## src/rtl/oam_dma_arbiter.sv

```systemverilog
// Game Boy OAM DMA arbiter: passes SM83 memory traffic through when idle and
// takes over both memory ports to copy DMA_LEN bytes into OAM on a DMA register write.
module oam_dma_arbiter #(
    parameter logic [15:0] DMA_REG_ADDR = 16'hFF46,
    parameter logic [15:0] OAM_BASE     = 16'hFE00,
    parameter int          DMA_LEN      = 160
) (
    input  logic        clk,
    input  logic        rst,
    input  logic [15:0] cpu_addr,
    input  logic        cpu_wen,
    input  logic [7:0]  cpu_wdata,
    output logic [7:0]  cpu_rdata,
    output logic [15:0] mem_r_addr,
    output logic [15:0] mem_w_addr,
    output logic        mem_wen,
    output logic [7:0]  mem_w_data,
    input  logic [7:0]  mem_r_data,
    output logic        dma_active
);

    localparam logic [1:0] S_IDLE  = 2'd0;
    localparam logic [1:0] S_START = 2'd1;
    localparam logic [1:0] S_XFER  = 2'd2;

    localparam logic [7:0] LAST_IDX = 8'(DMA_LEN - 1);

    logic [1:0] state;
    logic [7:0] src_hi;
    logic [7:0] idx;
    logic       trigger;
    logic [7:0] folded_src;

    assign trigger = cpu_wen && (cpu_addr == DMA_REG_ADDR);

    // Echo RAM pages E0-FF mirror C0-DF, so bit 5 is cleared for those sources.
    assign folded_src = (cpu_wdata >= 8'hE0) ? (cpu_wdata & 8'hDF) : cpu_wdata;

    always_ff @(posedge clk or posedge rst) begin
        if (rst) begin
            state  <= S_IDLE;
            src_hi <= 8'h00;
            idx    <= 8'h00;
        end else begin
            case (state)
                S_IDLE: begin
                    if (trigger) begin
                        state  <= S_START;
                        src_hi <= folded_src;
                        idx    <= 8'h00;
                    end
                end
                S_START: begin
                    if (trigger) begin
                        src_hi <= folded_src;
                        idx    <= 8'h00;
                        state  <= S_START;
                    end else begin
                        state <= S_XFER;
                    end
                end
                S_XFER: begin
                    // A restart takes priority over finishing the final byte.
                    if (trigger) begin
                        state  <= S_START;
                        src_hi <= folded_src;
                        idx    <= 8'h00;
                    end else if (idx == LAST_IDX) begin
                        state <= S_IDLE;
                        idx   <= 8'h00;
                    end else begin
                        idx <= idx + 8'h01;
                    end
                end
                default: begin
                    state <= S_IDLE;
                    idx   <= 8'h00;
                end
            endcase
        end
    end

    always_comb begin
        mem_r_addr = cpu_addr;
        mem_w_addr = cpu_addr;
        mem_w_data = cpu_wdata;
        mem_wen    = cpu_wen;
        cpu_rdata  = mem_r_data;
        // Reset gates the outputs directly so nothing is written while rst is held.
        if (rst) begin
            mem_wen   = 1'b0;
            cpu_rdata = 8'hFF;
        end else begin
            case (state)
                S_START: begin
                    mem_r_addr = {src_hi, 8'h00};
                    mem_w_addr = OAM_BASE;
                    mem_wen    = 1'b0;
                    cpu_rdata  = 8'hFF;
                end
                S_XFER: begin
                    mem_r_addr = {src_hi, idx};
                    mem_w_addr = OAM_BASE + {8'h00, idx};
                    mem_w_data = mem_r_data;
                    mem_wen    = 1'b1;
                    cpu_rdata  = 8'hFF;
                end
                default: begin
                end
            endcase
        end
    end

    assign dma_active = (state != S_IDLE);

endmodule

```

## config.mk

```make
export PLATFORM = sky130hd
export DESIGN_NAME = oam_dma_arbiter
export DESIGN_NICKNAME = d
export VERILOG_FILES = /design/src/rtl/oam_dma_arbiter.sv
export SDC_FILE = /design/constraint.sdc
export NUM_CORES = 1
export LEC_CHECK = 0
export BUFFER_PORTS_ARGS = -buffer_cell sky130_fd_sc_hd__buf_2
export CELL_PAD_IN_SITES_DETAIL_PLACEMENT = 2
export CELL_PAD_IN_SITES_GLOBAL_PLACEMENT = 2
export CORE_MARGIN = 2
export CORE_UTILIZATION = 25
export DETAILED_ROUTE_END_ITERATION = 8
export PLACE_DENSITY_LB_ADDON = 0.1
export SYNTH_ARGS = -nofsm -noshare
export SYNTH_HDL_FRONTEND = slang
export SYNTH_SLANG_ARGS = --single-unit
```

## constraint.sdc

```tcl
create_clock -name clk -period 3.5 [get_ports clk]
set_input_delay 0.175 -clock clk [delete_from_list [all_inputs] [get_ports clk]]
set_output_delay 0.175 -clock clk [all_outputs]
set_load 0.005 [all_outputs]
```

Word level (Yosys, flattened, before mapping)
Cells that the tools add are included.

storage, ports and cells
  bits in registers = 18
  bits of input ports = 35
  output and inout port bits = 50

cells by class
  $add $sub $neg = 2
  order comparisons = 1
  equality and inequality tests = 7
  multiplexer cells = 20
  reduce and logical (&&, ||, !) cells = 8

operator list
  operator                                               count
  one-hot mux 16 bit (2 select lines)                    2
  two-way mux 8 bit                                      7
  two-way mux 16 bit                                     2
  equality test 16 bit, second input constant            1
  one-hot mux 8 bit (2 select lines)                     1
  adder 10 x 9 -> 11 bit, first input constant           1
  adder 8 x 1 -> 8 bit, second input constant            1
  equality test 8 bit, second input constant             1
  >= comparator 8 bit, second input constant             1
  two-way mux 2 bit                                      4
  two-way mux 6 bit                                      1
  one-hot mux 2 bit (3 select lines)                     1
  AND reduction 2 bit                                    2
  OR reduction 2 bit                                     2
  inequality test 3 bit, second input constant           1
  OR reduction 3 bit                                     1
  equality test 2 x 1 -> 1 bit, second input constant    1
  equality test 2 bit, second input constant             1
  zero test 2 bit                                        1
  inequality test 2 x 1 -> 1 bit, second input constant  1
  inequality test 2 bit, second input constant           1
  one-hot mux 1 bit (2 select lines)                     1
  nonzero test 2 bit                                     1
  logical AND 1 bit                                      1
  two-way mux 1 bit                                      1

Depth between registers and ports, before layout
  depth after elaboration = 4
  mapped depth = 8

Least setup slack after synthesis
No wires, ideal clock.

  kind = register to output
  from = register state[0]
  to = output port mem_w_addr[6]
  arrival = 1719 ps
  data required time = 3325 ps
  setup slack = 1606 ps
  cell stages (with the launch flop) = 8
  path buffers = 3
  cells stage by stage = dfrtp_1 > inv_1 > ha_1 > clkbuf_1 > nand2_1 > buf_1 > o21ai_0 > buf_4

between the ends
  cells in the longest elaborated chain, start to end = 3

RTL lines
  element                                                              RTL line  text
  start, declared                                                      28        logic [1:0] state;
  start signal, assigned                                               41        state <= S_IDLE;
  start signal, assigned                                               48        state <= S_START;
  start signal, assigned                                               57        state <= S_START;
  equality test 2 bit or equality test 2 x 1 -> 1 bit (tied branches)  94        case (state)
  one-hot mux 16 bit (2 select lines) *                                94
  two-way mux 16 bit *                                                 90        if (rst) begin
  end, declared                                                        15        output logic [15:0] mem_w_addr,

Every way passes the cells marked *; elsewhere a longest branch is shown, timed or not.

Final worst setup path
  from = register state[0]
  to = output port mem_r_addr[14]

between the ends
  cells in the longest elaborated chain, start to end = 3

RTL lines
  element                                                              RTL line  text
  equality test 2 bit or equality test 2 x 1 -> 1 bit (tied branches)  94
  one-hot mux 16 bit (2 select lines) *                                94
  two-way mux 16 bit *                                                 90
  end, declared                                                        14        output logic [15:0] mem_r_addr,

Marked as above.

==> metrics.csv <==
metric,value,unit
Post-Syn Instances,177,
TNS Setup,0,ns
Max Cap Viol,0,
post-synthesis sequential area ratio,28.94,%
Synth async-reset ratio,100.0,%
GPL Wtd Cong,0.6905,
share of the synthesized area in the top cell type,28.94,%
Synth Register Bits,18,
Area Growth Syn to Fin,31.03,%
layout cell share with drive strength beyond 1,45.78,%
Hold Path Class,in -> async,
Horiz. Die Dim,82.91,um
Tmin final,2.489,ns
first-pass iteration count of the detailed router,4,
via count,1570,
Routed WL per cell,16.68,um
syn_nets,218,
Slew Limit Fails,0,
DRT iter0 DRCs,40,
Tot Pwr,481.2,uW
gr usage total,16.01,%
die area,0.006873,mm2
drt drc,0,
io pins,85,
initial antenna violation count,0,
H-tree depth,1,
worst reg2reg path depth,5,
status,completed,
fin crit share,71.12,%
fin nets,291,
initial core utilization,26.13,%
Post-Syn Area per Cell,8.794,um2
Crit path arrival time,2.31,ns
Leak Pwr,0.001028,uW
Synth area leader,dfrtp_1,
post_cts resized,0,
CP endpoint kind,primary output,
total core area,0.005956,mm2
Ys Warns,0,
Clock Latency Late Sink,0.26,ns
"Setup violations, final",0,
"Req. time, crit path",3.32,ns
r2r setup slk,1.65,ns
routed vias/inst,4.846,
CTS max path bufs,2,
Vert. Die Dim,82.91,um
CP Class,reg -> out,
total CTS buffers,3,
# port buffers,84,
Pwr Density,236.0,mW/mm2
num rows,28,
final wirelength,5.405,mm
slew margin rel.,53.16,%
vias in the first global route,1637,
clk_skew,0.003369,ns
Synth cell types,41,
CTS Hold Bufs,0,
R2R Path Start,state[1],
"top cells by area, synth","dfrtp_1, mux2_4, nand2_1",
fmax,401.7,MHz
"most common cell after layout, fill and taps aside",buf_2,
Clock Tree Root,clkbuf_8,
Main synth FF type,dfrtp_1,
largest net degree at the start of global routing,33,
Worst-Margin Slew,0.7012,ns
VDD IR-drop max,0.0001016,V
Clock Sinks,18,
critical path peak fanout,32,
startpoint types,flop,
Worst R2R End,idx[5],
first-pass GRT wire length,9.018,mm
Post-synth EDFFs,0,
CTS tree,yes,
synthesized area,0.001556,mm2
DRT antenna net count,0,
grt ovf,0,
RSZ-0062 raised after global routing,no,
post-CTS setup buffers,0,
Ant. Diodes,0,
WHS,0.02727,ns
Fin. Hold Viols,0,
most used cells in the layout excluding fill and tap cells,"buf_2, nand2_1, dfrtp_1",
clock-pin slew on the worst setup and hold paths,0.08,ns
hpwl dp,4.388,mm
sequential cells by signal, summed over array words and instances (netlist names):
signal	flops
state	2
src_hi	8
idx	8
critical path: stages, from the launching register on:
cell and delay [ns]:
dfrtp_1 0.41, inv_1 0.08, ha_1 0.47, nand2_1 0.09, buf_4 0.24, nor2_1 0.43, a22o_2 0.22, buf_2 0.10
worst max-delay path by stage:
stage                  start              to  slack (ns)  cells past startpoint
floorplan           state[0]   mem_w_addr[6]        1.61                      7
finish              state[0]  mem_r_addr[14]        1.01                      7
global placement    state[1]  mem_r_addr[14]        1.27                      7
detailed placement  state[1]  mem_r_addr[14]        1.25                      7
CTS                 state[0]  mem_r_addr[14]        0.95                      7
global route        state[1]  mem_r_addr[14]        0.78                      7
cell type report:
| class | count | area (um2) |
|---|---|---|
| fill | 713 | 3916 |
| multi-input combinational | 134 | 974.7 |
| sequential | 18 | 450.4 |
| timing repair buffer | 87 | 442.9 |
| tap | 75 | 93.84 |
| clock buffer | 4 | 55.05 |
| inverter | 6 | 22.52 |
synth_stat cells, drive strengths merged, types with 2 or more instances:
master  count
mux2i       2
nor4b       2
nand2      26
ha          6
o21ai      14
nand3       4
dfrtp      18
a31oi       3
buf        11
clkbuf      8
nand3b      2
a22o        7
nor2b       3
and2        2
or2         2
nand4b      2
mux2       16
nand4       3
or3        11
a21oi       7
or4         2
nor2        4
nand2b      7
inv         6
routing by layer:
layer	vias to the layer above	track usage, %	wire [um]
li1	766	-	-
met1	746	22.84	2663
met2	52	24.63	2378
met3	6	3.181	295
met4	0	4.173	66
met5	-	0	0
report_power, final:
part           leakage (uW)  switching (uW)  total [uW]  internal [uW]
clock network     0.0000288            79.9         180            100
registers          0.000252          0.0326         208            208
logic              0.000748            44.6        93.4           48.8
cells by family after synthesis:
kind of cell / synth area share, %
mux: 14.79
compound gates: 15.19
simple gates: 27.81
flops: 28.94
buf+inv: 8.441
fa+ha+maj: 4.823
through the flow:
step	utilization (%)	cells	instance area [um2]	setup WS (ns)
finish	34.24	324	2039	1.011
global route	34.24	324	2039	0.7843
CTS	34.24	324	2039	0.9547
detailed placement	33.32	320	1984	1.252
global placement	33.32	320	1984	1.274
floorplan	-	177	1556	1.606
Note: power is estimated with default switching activity, not from simulation.
